### config.mk
export PLATFORM = sky130hd
export DESIGN_NAME = rr_grant_ctrl
export DESIGN_NICKNAME = d
export VERILOG_FILES = /design/src/rtl/arb_pkg.sv /design/src/rtl/idx_seg7.sv /design/src/rtl/rr_grant_ctrl.sv
export SDC_FILE = /design/constraint.sdc
export NUM_CORES = 1
export LEC_CHECK = 0
export BUFFER_PORTS_ARGS = -buffer_cell sky130_fd_sc_hd__buf_2
export CORE_MARGIN = 3
export CORE_UTILIZATION = 50
export DETAILED_ROUTE_END_ITERATION = 7
export GPL_ROUTABILITY_DRIVEN = 0
export GPL_TIMING_DRIVEN = 1
export PLACE_DENSITY = 0.76
export SLEW_MARGIN = 20
export SYNTH_ARGS = -nofsm -noshare
export SYNTH_HDL_FRONTEND = slang
export SYNTH_SLANG_ARGS = --single-unit
### constraint.sdc
create_clock -name clk -period 3.1 [get_ports clk]
set_input_delay 0.465 -clock clk [delete_from_list [all_inputs] [get_ports clk]]
set_output_delay 0.465 -clock clk [all_outputs]
set_load 0.01 [all_outputs]
### src/rtl/arb_pkg.sv
// Shared constants and types for the round-robin grant controller.
// Seven-segment codes are active-low, bit order {g,f,e,d,c,b,a}.
package arb_pkg;

  localparam int unsigned NREQ  = 8;
  localparam int unsigned IDX_W = 3;

  typedef enum logic [0:0] {
    ST_IDLE,
    ST_BUSY
  } arb_state_e;

  localparam logic [6:0] SEG_BLANK = 7'b1111111;
  localparam logic [6:0] SEG_D0    = 7'b1000000;
  localparam logic [6:0] SEG_D1    = 7'b1111001;
  localparam logic [6:0] SEG_D2    = 7'b0100100;
  localparam logic [6:0] SEG_D3    = 7'b0110000;
  localparam logic [6:0] SEG_D4    = 7'b0011001;
  localparam logic [6:0] SEG_D5    = 7'b0010010;
  localparam logic [6:0] SEG_D6    = 7'b0000010;
  localparam logic [6:0] SEG_D7    = 7'b1111000;

endpackage

### src/rtl/idx_seg7.sv
// Combinational decoder from a 3-bit winner index to an active-low 7-segment digit.
// The display is blanked whenever the index is not valid.
module idx_seg7
  import arb_pkg::*;
(
  input  logic [IDX_W-1:0] idx,
  input  logic             valid,
  output logic [6:0]       seg
);

  always_comb begin
    seg = SEG_BLANK;
    if (valid) begin
      case (idx)
        3'd0:    seg = SEG_D0;
        3'd1:    seg = SEG_D1;
        3'd2:    seg = SEG_D2;
        3'd3:    seg = SEG_D3;
        3'd4:    seg = SEG_D4;
        3'd5:    seg = SEG_D5;
        3'd6:    seg = SEG_D6;
        default: seg = SEG_D7;
      endcase
    end
  end

endmodule

### src/rtl/rr_grant_ctrl.sv
// 8-input round-robin arbiter; a winner holds the grant until it drops its request.
// Define ARB_TIMEOUT_EN to force preemption after MAX_HOLD consecutive grant cycles.
module rr_grant_ctrl
  import arb_pkg::*;
#(
  parameter int unsigned MAX_HOLD = 16
) (
  input  logic             clk,
  input  logic             rst_n,
  input  logic             en,
  input  logic [NREQ-1:0]  req,
  output logic [NREQ-1:0]  gnt,
  output logic [IDX_W-1:0] gnt_idx,
  output logic             gnt_valid,
  output logic             preempt,
  output logic [6:0]       seg
);

  if (MAX_HOLD < 2) begin : g_bad_max_hold
    $error("rr_grant_ctrl: MAX_HOLD must be at least 2");
  end

  // Returns {found, index} of the first set bit of r scanning p, p+1, ... modulo NREQ.
  function automatic logic [IDX_W:0] rr_pick(input logic [NREQ-1:0] r,
                                             input logic [IDX_W-1:0] p);
    logic [IDX_W-1:0] k;
    rr_pick = '0;
    for (int i = NREQ - 1; i >= 0; i--) begin
      k = p + IDX_W'(i);
      if (r[k]) rr_pick = {1'b1, k};
    end
  endfunction

  arb_state_e       state_q, state_d;
  logic [IDX_W-1:0] ptr_q, ptr_d;
  logic [NREQ-1:0]  gnt_q, gnt_d;
  logic [IDX_W-1:0] idx_q, idx_d;
  logic             valid_q, valid_d;
  logic [IDX_W:0]   pick;
  logic [IDX_W-1:0] new_idx;
  logic             grant_now, drop_now;

`ifdef ARB_TIMEOUT_EN
  localparam int unsigned HOLD_W = (MAX_HOLD > 2) ? $clog2(MAX_HOLD) : 1;
  localparam logic [HOLD_W-1:0] HOLD_MAX = HOLD_W'(MAX_HOLD - 1);

  logic [HOLD_W-1:0] hold_q, hold_d;
  logic              preempt_q, preempt_d;
  logic [IDX_W:0]    pick_ex;
`endif

  always_comb begin
    state_d   = state_q;
    ptr_d     = ptr_q;
    gnt_d     = gnt_q;
    idx_d     = idx_q;
    valid_d   = valid_q;
    grant_now = 1'b0;
    drop_now  = 1'b0;
    pick      = rr_pick(req, ptr_q);
    new_idx   = pick[IDX_W-1:0];
`ifdef ARB_TIMEOUT_EN
    hold_d    = hold_q;
    preempt_d = 1'b0;
    // Preemption search skips the current holder even though it still requests.
    pick_ex   = rr_pick(req & ~gnt_q, ptr_q);
`endif

    unique case (state_q)
      ST_IDLE: grant_now = en && pick[IDX_W];
      ST_BUSY: begin
        if (!en) begin
          drop_now = 1'b1;
        end else if (!req[idx_q]) begin
          grant_now = pick[IDX_W];
          drop_now  = !pick[IDX_W];
        end else begin
`ifdef ARB_TIMEOUT_EN
          if (hold_q == HOLD_MAX) begin
            if (pick_ex[IDX_W]) begin
              grant_now = 1'b1;
              new_idx   = pick_ex[IDX_W-1:0];
              preempt_d = 1'b1;
            end
          end else begin
            hold_d = hold_q + 1'b1;
          end
`endif
        end
      end
      default: drop_now = 1'b1;
    endcase

    if (grant_now) begin
      state_d          = ST_BUSY;
      gnt_d            = '0;
      gnt_d[new_idx]   = 1'b1;
      idx_d            = new_idx;
      valid_d          = 1'b1;
      ptr_d            = new_idx + 1'b1;
`ifdef ARB_TIMEOUT_EN
      hold_d           = '0;
`endif
    end else if (drop_now) begin
      state_d = ST_IDLE;
      gnt_d   = '0;
      idx_d   = '0;
      valid_d = 1'b0;
`ifdef ARB_TIMEOUT_EN
      hold_d  = '0;
`endif
    end
  end

  always_ff @(posedge clk) begin
    if (!rst_n) begin
      state_q <= ST_IDLE;
      ptr_q   <= '0;
      gnt_q   <= '0;
      idx_q   <= '0;
      valid_q <= 1'b0;
    end else begin
      state_q <= state_d;
      ptr_q   <= ptr_d;
      gnt_q   <= gnt_d;
      idx_q   <= idx_d;
      valid_q <= valid_d;
    end
  end

`ifdef ARB_TIMEOUT_EN
  always_ff @(posedge clk) begin
    if (!rst_n) begin
      hold_q    <= '0;
      preempt_q <= 1'b0;
    end else begin
      hold_q    <= hold_d;
      preempt_q <= preempt_d;
    end
  end

  assign preempt = preempt_q;
`else
  assign preempt = 1'b0;
`endif

  assign gnt       = gnt_q;
  assign gnt_idx   = idx_q;
  assign gnt_valid = valid_q;

  idx_seg7 u_idx_seg7 (
    .idx   (idx_q),
    .valid (valid_q),
    .seg   (seg)
  );

endmodule
==> Word level (Yosys, flattened, before mapping) <==
Index checks and enable logic that the tools add are counted.
{ "totals": {"reg_bits": 15, "in_bits": 11, "out_inout_bits": 20, "wordCells": 77} }
{ "classes": {"addsub": 8, "n_lt_le_gt_ge": 11, "eq_ne": 6, "n_mux": 42, "n_bitwise": 1, "n_reduce_logical": 5} }
{ "op_table": {"columns": ["operator", "n"], "rows": [
  ["$pmux 7 s7", 1],
  ["$lt 3x4->1 const B", 10],
  ["$mux 4", 8],
  ["$bmux 1 s3", 9],
  ["$mux 1", 17],
  ["$mux 8", 2],
  ["$add 3x3->3 const B", 4],
  ["$eq 3x3->1 const B", 3],
  ["$mux 7", 1],
  ["$add 3x1->3 const B", 2],
  ["$add 3x2->3 const B", 2],
  ["$eq 3x2->1 const B", 2],
  ["$mux 3", 2],
  ["$demux 1 s3", 1],
  ["$eq 3x1->1 const B", 1],
  ["$ge 3x1->1 const B", 1],
  ["$logic_not 3->1", 1],
  ["$logic_and 1x1->1", 2],
  ["$pmux 1 s2", 1],
  ["$reduce_bool 2->1", 1],
  ["$logic_not 1->1", 1],
  ["$not 1->1", 1]
]} }

==> Longest topological paths before layout <==
Gate-level depths: netlist of run 1.
{ "depth": {"depth_word": 17, "mapped_depth": 12, "ltp_nobuf": 10} }

==> Modules after synthesis <==
From an unflattened synthesis of run 1, not the netlist that was laid out.
{ "unflattened": {"cells_unflattened": 197, "hier_area_um2": 1699.1} }
{ "modules_own_cells": {"columns": ["mod", "n_inst", "cells_per_inst", "area_per_inst_um2", "seq_area_each_um2"], "rows": [
  ["rr_grant_ctrl", 1, 181, 1601.5, 300.3],
  ["idx_seg7", 1, 16, 97.6, 0.0]
]} }

==> Least setup slack after synthesis of run 1 <==
No wires, ideal clock.
{ "synth_timing": {"kind": "register to register", "from": "register ptr_q[1]", "to": "register gnt_q[7], in the netlist gnt[7]", "setup_time_ps": 70, "arrival_ps": 3027, "required_ps": 3030, "setup_slack_ps": 3, "stages_incl_launch_ff": 13, "path_buffers": 2, "synth_period_minus_slack_ps": 3097, "path_cell_list": "dfxtp_1 > buf_2 > inv_1 > ha_1 > clkbuf_1 > mux4_1 > mux2i_4 > nor2_1 > a31o_1 > o31ai_4 > nand3_2 > or3_1 > a21boi_1"} }
{ "synth_via": {"elab_chain_len": 16, "word_cells_on_any_way": 46, "cone_classes": "7 x add/sub; 2 x order compare; 33 x mux; 4 x reduce/logical"} }
{ "synth_lines": {"columns": ["element", "line_no", "source"], "rows": [
  ["start: declaration", "rr_grant_ctrl.sv:35", "logic [IDX_W-1:0] ptr_q, ptr_d;"],
  ["start signal: assignment", "rr_grant_ctrl.sv:124", "ptr_q <= ptr_d;"],
  ["$add 3x3->3", "rr_grant_ctrl.sv:29", "k = p + IDX_W'(i);"],
  ["$bmux 1 s3", "rr_grant_ctrl.sv:30", "if (r[k]) rr_pick = {1'b1, k};"],
  ["$mux 1 (implied by the code)", "rr_grant_ctrl.sv:30", null],
  ["$mux 4 (7 in a row)", "rr_grant_ctrl.sv:30", null],
  ["$mux 4 *", "rr_grant_ctrl.sv:30", null],
  ["$lt 3x4->1 (implied by the code) (tied with other cells)", "rr_grant_ctrl.sv:97", "gnt_d[new_idx] = 1'b1;"],
  ["$logic_and 1x1->1 (implied by the code) / $mux 1 (equally long branches)", "rr_grant_ctrl.sv:97, rr_grant_ctrl.sv:74", null],
  ["$mux 1 (on tied branches)", "rr_grant_ctrl.sv:97, rr_grant_ctrl.sv:72", null],
  ["$demux 1 s3 / $mux 1 (equally long branches)", "rr_grant_ctrl.sv:97, rr_grant_ctrl.sv:69", null],
  ["$mux 8 / $reduce_bool 2->1 (equally long branches)", null, null],
  ["end signal: assignment", "rr_grant_ctrl.sv:125", "gnt_q <= gnt_d;"],
  ["end: declaration", "rr_grant_ctrl.sv:36", "logic [NREQ-1:0] gnt_q, gnt_d;"]
]} }
Every way passes the cells marked *; elsewhere a longest branch is shown, timed or not. The select of a mux whose other input is x is not followed.
A chain may end at the register's enable or synchronous reset.

==> Worst setup path after layout of run 1 <==
{ "layout_timing": {"from": "register ptr_q[0]", "to": "register ptr_q[2]"} }
{ "layout_via": {"elab_chain_len": 14, "word_cells_on_any_way": 36, "cone_classes": "8 x add/sub; 27 x mux; 1 x reduce/logical"} }
{ "layout_lines": {"columns": ["element", "line_no", "source"], "rows": [
  ["$add 3x3->3", "rr_grant_ctrl.sv:29", null],
  ["$bmux 1 s3", "rr_grant_ctrl.sv:30", null],
  ["$mux 1 (implied by the code)", "rr_grant_ctrl.sv:30", null],
  ["$mux 4 (7 in a row)", "rr_grant_ctrl.sv:30", null],
  ["$mux 4 *", "rr_grant_ctrl.sv:30", null],
  ["$mux 1", "rr_grant_ctrl.sv:74", "end else if (!req[idx_q]) begin"],
  ["$mux 1", "rr_grant_ctrl.sv:72", "if (!en) begin"],
  ["$pmux 1 s2", "rr_grant_ctrl.sv:69", "unique case (state_q)"]
]} }
Marked as above.

==> qor.yml, run 1 <==
status: "finished clean"
post_cts_buffers: 0
worst-path-buf-inv: 1
fin_nets: 220
synth_edf_count: 0
cp-start-kind: "flip-flop"
drt-initial-drc-count: 88
ant_nets: 0
syn_area_per_cell_um2: 8.80
crit_type: "reg2reg"
yosys_warnings: 0
die-area_um2: 3820
end_kind: "flip-flop"
grt_max_degree: 18
min_path_type: "reg2reg"
overflow: 0
slowest_delay_ps: 670
setup_violations: 0
layout_common_cells: "buf_2, nand2_1, dfxtp_1"
critPathTopFamily: "multiplexers"
async_flop_share_pct: 0
fmax_mhz: 339
io_buffer_count: 29
finalCriticalPeriod_ps: 2950
grt_usage_pct: 22.2
ys_types: 52
yosysSeqAreaShare_pct: 19.3
p_leak_nw: 0.715
peakVddDrop_mv: 0.633
clockPowerShare_pct: 6.0
synthesis.nets: 190
vias: 1494
cts_tree: "done"
fin_crit_sh_pct: 95.2
path_clk_slew_ps: 100
first_pass_iters: 4
synth_seq_cells: 15
cts.sinks: 15
dp_hpwl_mm: 3.06
slew_viol_final: 0
cts_made_buffers: 3
swShare_pct: 50.5
cts-root-buf: "clkbuf_4"
netlist_instances: 177
clk_latency_ps: 290
antenna_found_initial: 0
seqPwrFrac_pct: 14.7
syn_area_um2: 1560
num_rows: 19
hold_slack_ps: 474
grt_first_pass_wirelength_mm: 6.48
p_comb_share_pct: 79.3
ctsHoldBuffers: 0
max-clock-path-buffers: 2
post_drt_wl_per_cell_um: 16.1
required_ps: 3310
rsz0062_at_grt: "false"
n_antenna_cell: 0
synthFlopType: "dfxtp_1"
crit_slowest_cell: "mux4_1"
h-tree-depth: 1
cp.arrival_ps: 3160
initial_core_util_pct: 54.6
fin_skew_ps: 12.6
crit_chain: "buf_4, mux4_1, mux2_2, a21o_1, a311o_1, mux2_4, nand3_1, or3_1, o211ai_1"
powerDensity_nw_per_um2: 1100
drv_cap: 0
routed_wl_mm: 3.81
final_util_pct: 62.1
final_common_cell: "buf_2"
fp.coreArea_um2: 2850
drive_gt1_share_pct: 28.6
num_io_pins: 31
tns_ps: 0
via_per_inst: 6.30
die_h_um: 61.8
cts_resized: 0
p_int_w: 0.000967
power.switching_w: 0.000987
cp_max_fo: 13
drc_errors: 0
area_growth_syn_to_layout_pct: 13.7
hold_violations: 0
first_global_vias: 1417
die_x_um: 61.8
logic make-up after synthesis:
| family | after synthesis | share of synthesized area, % |
|---|---|---|
| AOI/OAI and AO/OA | 49 | 23.9 |
| xor gates and xnor gates | 5 | 2.81 |
| adders and majority gates | 2 | 1.61 |
| buffers and inverters | 19 | 5.54 |
| DFF | 15 | 19.3 |
| muxes | 23 | 26.2 |
| other | 1 | 0.241 |
| and+or+nand+nor | 63 | 20.5 |
worst paths after layout:
kind / from / endpoint / slack [ps] / cells past startpoint
max: ptr_q[0] / ptr_q[2] / 150 / 9
min reg2reg: gnt[7] / gnt[7] / 470 / 2
min: gnt[7] / gnt[7] / 470 / 2
max reg2reg: ptr_q[0] / ptr_q[2] / 150 / 9
power by group through the flow:
stage | Sequential [W] | Combinational, W | Clock (W)
CTS | 0.000287 | 0.00153 | 0.000116
floorplan | 0.000298 | 0.00118 | 0
global route | 0.000294 | 0.00169 | 0.000129
detailed placement | 0.000292 | 0.00152 | 0
finish | 0.000287 | 0.00155 | 0.000117
global placement | 0.000289 | 0.00149 | 0
state kept, by name (all words and copies together), names as in the netlist:
register,flops
gnt_idx,3
gnt,8
ptr_q,3
gnt_valid,1
worst register-to-register path, delay by kind of cell, from the launching register on:
family                 cells  cell delay [ps]
flip-flops                 1              340
multiplexers               3             1260
AO/OA/AOI/OAI              3              610
buffers and inverters      1              220
AND/OR/NAND/NOR            2              450
area by class of cell:
class                           instances  area (um2)
Clock buffer                            3        22.5
Sequential cell                        15         300
Fill cell                             252        1080
Clock inverter                          1        7.51
Tap cell                               31        38.8
Timing Repair Buffer                   38         213
Inverter                                6        22.5
Multi-Input combinational cell        143        1170
layer usage:
metal | track usage (%) | part of all wire, % | vias to the layer above
met5 | 0 | 0 | -
met4 | 6.67 | 2.0 | 0
met3 | 3.93 | 5.1 | 8
met2 | 35.3 | 48 | 51
met1 | 30.9 | 45 | 708
li1 | - | - | 727
metrics by stage:
| stage | worst slack (ps) | instance area [um2] | power (W) | instances |
|---|---|---|---|---|
| 3_3_place_gp | 277 | 1750 | 0.00177 | 233 |
| 3_5_place_dp | 195 | 1750 | 0.00182 | 233 |
| 5_1_grt | 15.3 | 1770 | 0.00211 | 237 |
| 4_1_cts | 159 | 1780 | 0.00193 | 237 |
| 2_1_floorplan | 3.23 | 1560 | 0.00148 | 177 |
| 6_report | 149 | 1770 | 0.00195 | 237 |
cells in the mapped netlist (2+ instances only):
master	count	area, um2
nand2_1	24	90.1
dfxtp_1	15	300
clkbuf_1	8	30.0
nor2_1	8	30.0
and2_1	7	43.8
mux4_2	7	158
a21boi_1	6	45.0
inv_1	6	22.5
mux2i_1	6	60.1
nand3_1	6	30.0
nor2b_1	6	37.5
a21o_1	5	37.5
a21oi_1	5	25.0
o21ai_0	5	25.0
a32oi_1	4	35.0
mux4_1	4	105
o211ai_1	4	30.0
buf_2	3	15.0
o31ai_1	3	22.5
xnor2_1	3	26.3
a211oi_1	2	15.0
a22o_1	2	17.5
a22oi_1	2	15.0
ha_1	2	25.0
mux2_2	2	22.5
nand4_1	2	12.5
nor4_1	2	12.5
o21ai_1	2	10.0
or3_1	2	12.5
xor2_1	2	17.5
No activity file was read; power rests on OpenSTA's default activity.
==> run 2, diff against run 1 <==
Settings changed: SYNTH_HIERARCHICAL set to 1.
==> qor.yml, run 2 <==
post-place-ws_ps: 150  # was 195 ps
antenna_found_initial: 0  # unchanged
dp_hpwl_mm: 3.33  # was 3.06 mm
first_pass_iters: 5  # was 4
first_global_vias: 1609  # was 1,417
synthesis.nets: 210  # was 190
ant_nets: 0  # unchanged
syn_area_um2: 1700  # was 1560 um2
io_buffer_count: 29  # unchanged
die-area_um2: 4130  # was 3820 um2
die_h_um: 64.3  # was 61.8 um
path_clk_slew_ps: 90  # was 100 ps
fin_crit_sh_pct: 96.6  # was 95.2%
synth_top_cell_area_share_pct: 17.7  # was 19.3%
num_io_pins: 31  # unchanged
synth_common_cells: "nand2_1, a21oi_1, dfxtp_1"  # was nand2_1, dfxtp_1, clkbuf_1, nor2_1
fin_skew_ps: 2.19  # was 12.6 ps
finalCriticalPeriod_ps: 2990  # was 2950 ps
post_cts_buffers: 0  # unchanged
hold_slack_ps: 459  # was 474 ps
fillers: 286  # was 252
overflow: 0  # unchanged
syn_area_per_cell_um2: 8.63  # was 8.80 um2
drt-initial-drc-count: 110  # was 88
end_kind: "flip-flop"  # unchanged
fin_nets: 241  # was 220
cp_max_fo: 7  # was 13
tightest_slew_ps: 506
slew-limit-headroom_pct: 66.2
initial_core_util_pct: 53.9  # was 54.6%
grt_max_degree: 19  # was 18
cts_tree: "done"  # unchanged
grt_usage_pct: 22.4  # was 22.2%
die_x_um: 64.3  # was 61.8 um
cp-start-kind: "flip-flop"  # unchanged
ctsHoldBuffers: 0  # unchanged
synth_most_common_cell: "nand2_1"  # unchanged
total_power_w: 0.00178  # was 0.00195 W
p_leak_nw: 0.747  # was 0.715 nW
netlist_instances: 197  # was 177
num_rows: 20  # was 19
tns_ps: 0  # unchanged
hold_violations: 0  # unchanged
cp.arrival_ps: 3180  # was 3160 ps
crit_type: "reg2reg"  # unchanged
slew_viol_final: 0  # unchanged
powerDensity_nw_per_um2: 924  # was 1100 nW/um2
cts.sinks: 15  # unchanged
fin_ws_ps: 106  # was 149 ps
vias: 1719  # was 1,494
drc_errors: 0  # unchanged
cts_resized: 0  # unchanged
n_antenna_cell: 0  # unchanged
final_util_pct: 61.0  # was 62.1%
clk_latency_ps: 280  # was 290 ps
cts_made_buffers: 3  # unchanged
status: "finished clean"  # unchanged
fp.coreArea_um2: 3150  # was 2850 um2
area_growth_syn_to_layout_pct: 13.3  # was 13.7%
drive_gt1_share_pct: 32.6  # was 28.6%
cts-root-buf: "clkbuf_4"  # unchanged
ys_types: 58  # was 52
synthFlopType: "dfxtp_1"  # unchanged
grt_first_pass_wirelength_mm: 7.54  # was 6.48 mm
synth_seq_cells: 15  # unchanged
routed_wl_mm: 4.53  # was 3.81 mm
h-tree-depth: 1  # unchanged
min_path_type: "reg2reg"  # unchanged
layout_common_cells: "buf_2, nand2_1, a21oi_1"  # was buf_2, nand2_1, dfxtp_1
synth_edf_count: 0  # unchanged
post_drt_wl_per_cell_um: 16.7  # was 16.1 um
fmax_mhz: 334  # was 339 MHz
yosysSeqAreaShare_pct: 17.7  # was 19.3%
synthTopCellsByArea: "dfxtp_1, mux4_2, a21oi_1"  # was dfxtp_1, mux4_2, mux4_1
setup_violations: 0  # unchanged
largest_reg_flops: 8  # unchanged
via_per_inst: 6.34  # was 6.30
peakVddDrop_mv: 0.523  # was 0.633 mV
yosys_warnings: 6  # was 0
final_common_cell: "buf_2"  # unchanged
drv_cap: 0  # unchanged
required_ps: 3280  # was 3310 ps
max-clock-path-buffers: 2  # unchanged
yosysTopAreaCell: "dfxtp_1"  # unchanged
async_flop_share_pct: 0  # unchanged
run 2: changes by cell type after synthesis, moves of 5 or more:
cell	previous run	this run
a21boi_1	6	1
a21oi_1	5	16
and2_1	7	1
clkbuf_1	8	2
inv_1	6	12
mux2_2	2	7
nand2_1	24	19
nand2b_1	1	6
run 2: worst max-delay path: stages (launching register included):
cell      delay [ps]
dfxtp_1          360
inv_2             70
ha_1             320
mux4_2           560
or4_1            560
nor2_1           160
a211o_1          320
inv_2            100
and2_1           190
a211oi_1         250
run 2: worst paths after layout:
kind,start,endpoint,slack [ps],depth (start not counted)
min,gnt[3],gnt[3],460,2
max,ptr_q[0],ptr_q[0],110,9
min reg2reg,gnt[3],gnt[3],460,2
max reg2reg,ptr_q[0],ptr_q[0],110,9
run 2: routing by layer:
metal  up-vias  GRT usage (%)  wire length (um)
met4         0           2.90                36
met5         -              0                 0
li1        811              -                 -
met1       830           31.8              2040
met2        70           37.4              2200
met3         8           2.46               256
run 2: final cells by class:
type                    count  area, um2  share of cell area (%)
clock buffers               3       22.5                    1.17
clock inverters             1       5.00                   0.260
inverters                  13       48.8                    2.54
multi-input cells         159       1290                    67.3
flip-flops and latches     15        300                    15.6
well taps                  44       55.1                    2.86
repair buffers             36        198                    10.3
run 2: power by group:
group	internal [W]	switching, W
combinational	0.000614	0.000767
clock	0.0000478	0.0000632
sequential	0.000237	0.0000502
total	0.000899	0.000880
run 2: logic make-up (layout without fill, tap and decap cells):
logic type	after synthesis	count (layout)	share of synthesized area [%]
XOR/XNOR	4	4	2.06
multiplexers	25	25	23.9
adder cells (fa/ha/maj)	2	2	1.47
buffers and inverters	23	53	6.92
AO/OA/AOI/OAI	67	67	29.1
other	1	1	0.221
AND/OR/NAND/NOR	60	60	18.7
flip-flops	15	15	17.7
run 2: stage by stage:
step           cells  area [um2]
6_report         271        1920
5_1_grt          271        1920
4_1_cts          271        1910
3_5_place_dp     267        1880
3_3_place_gp     267        1880
2_1_floorplan    197        1710
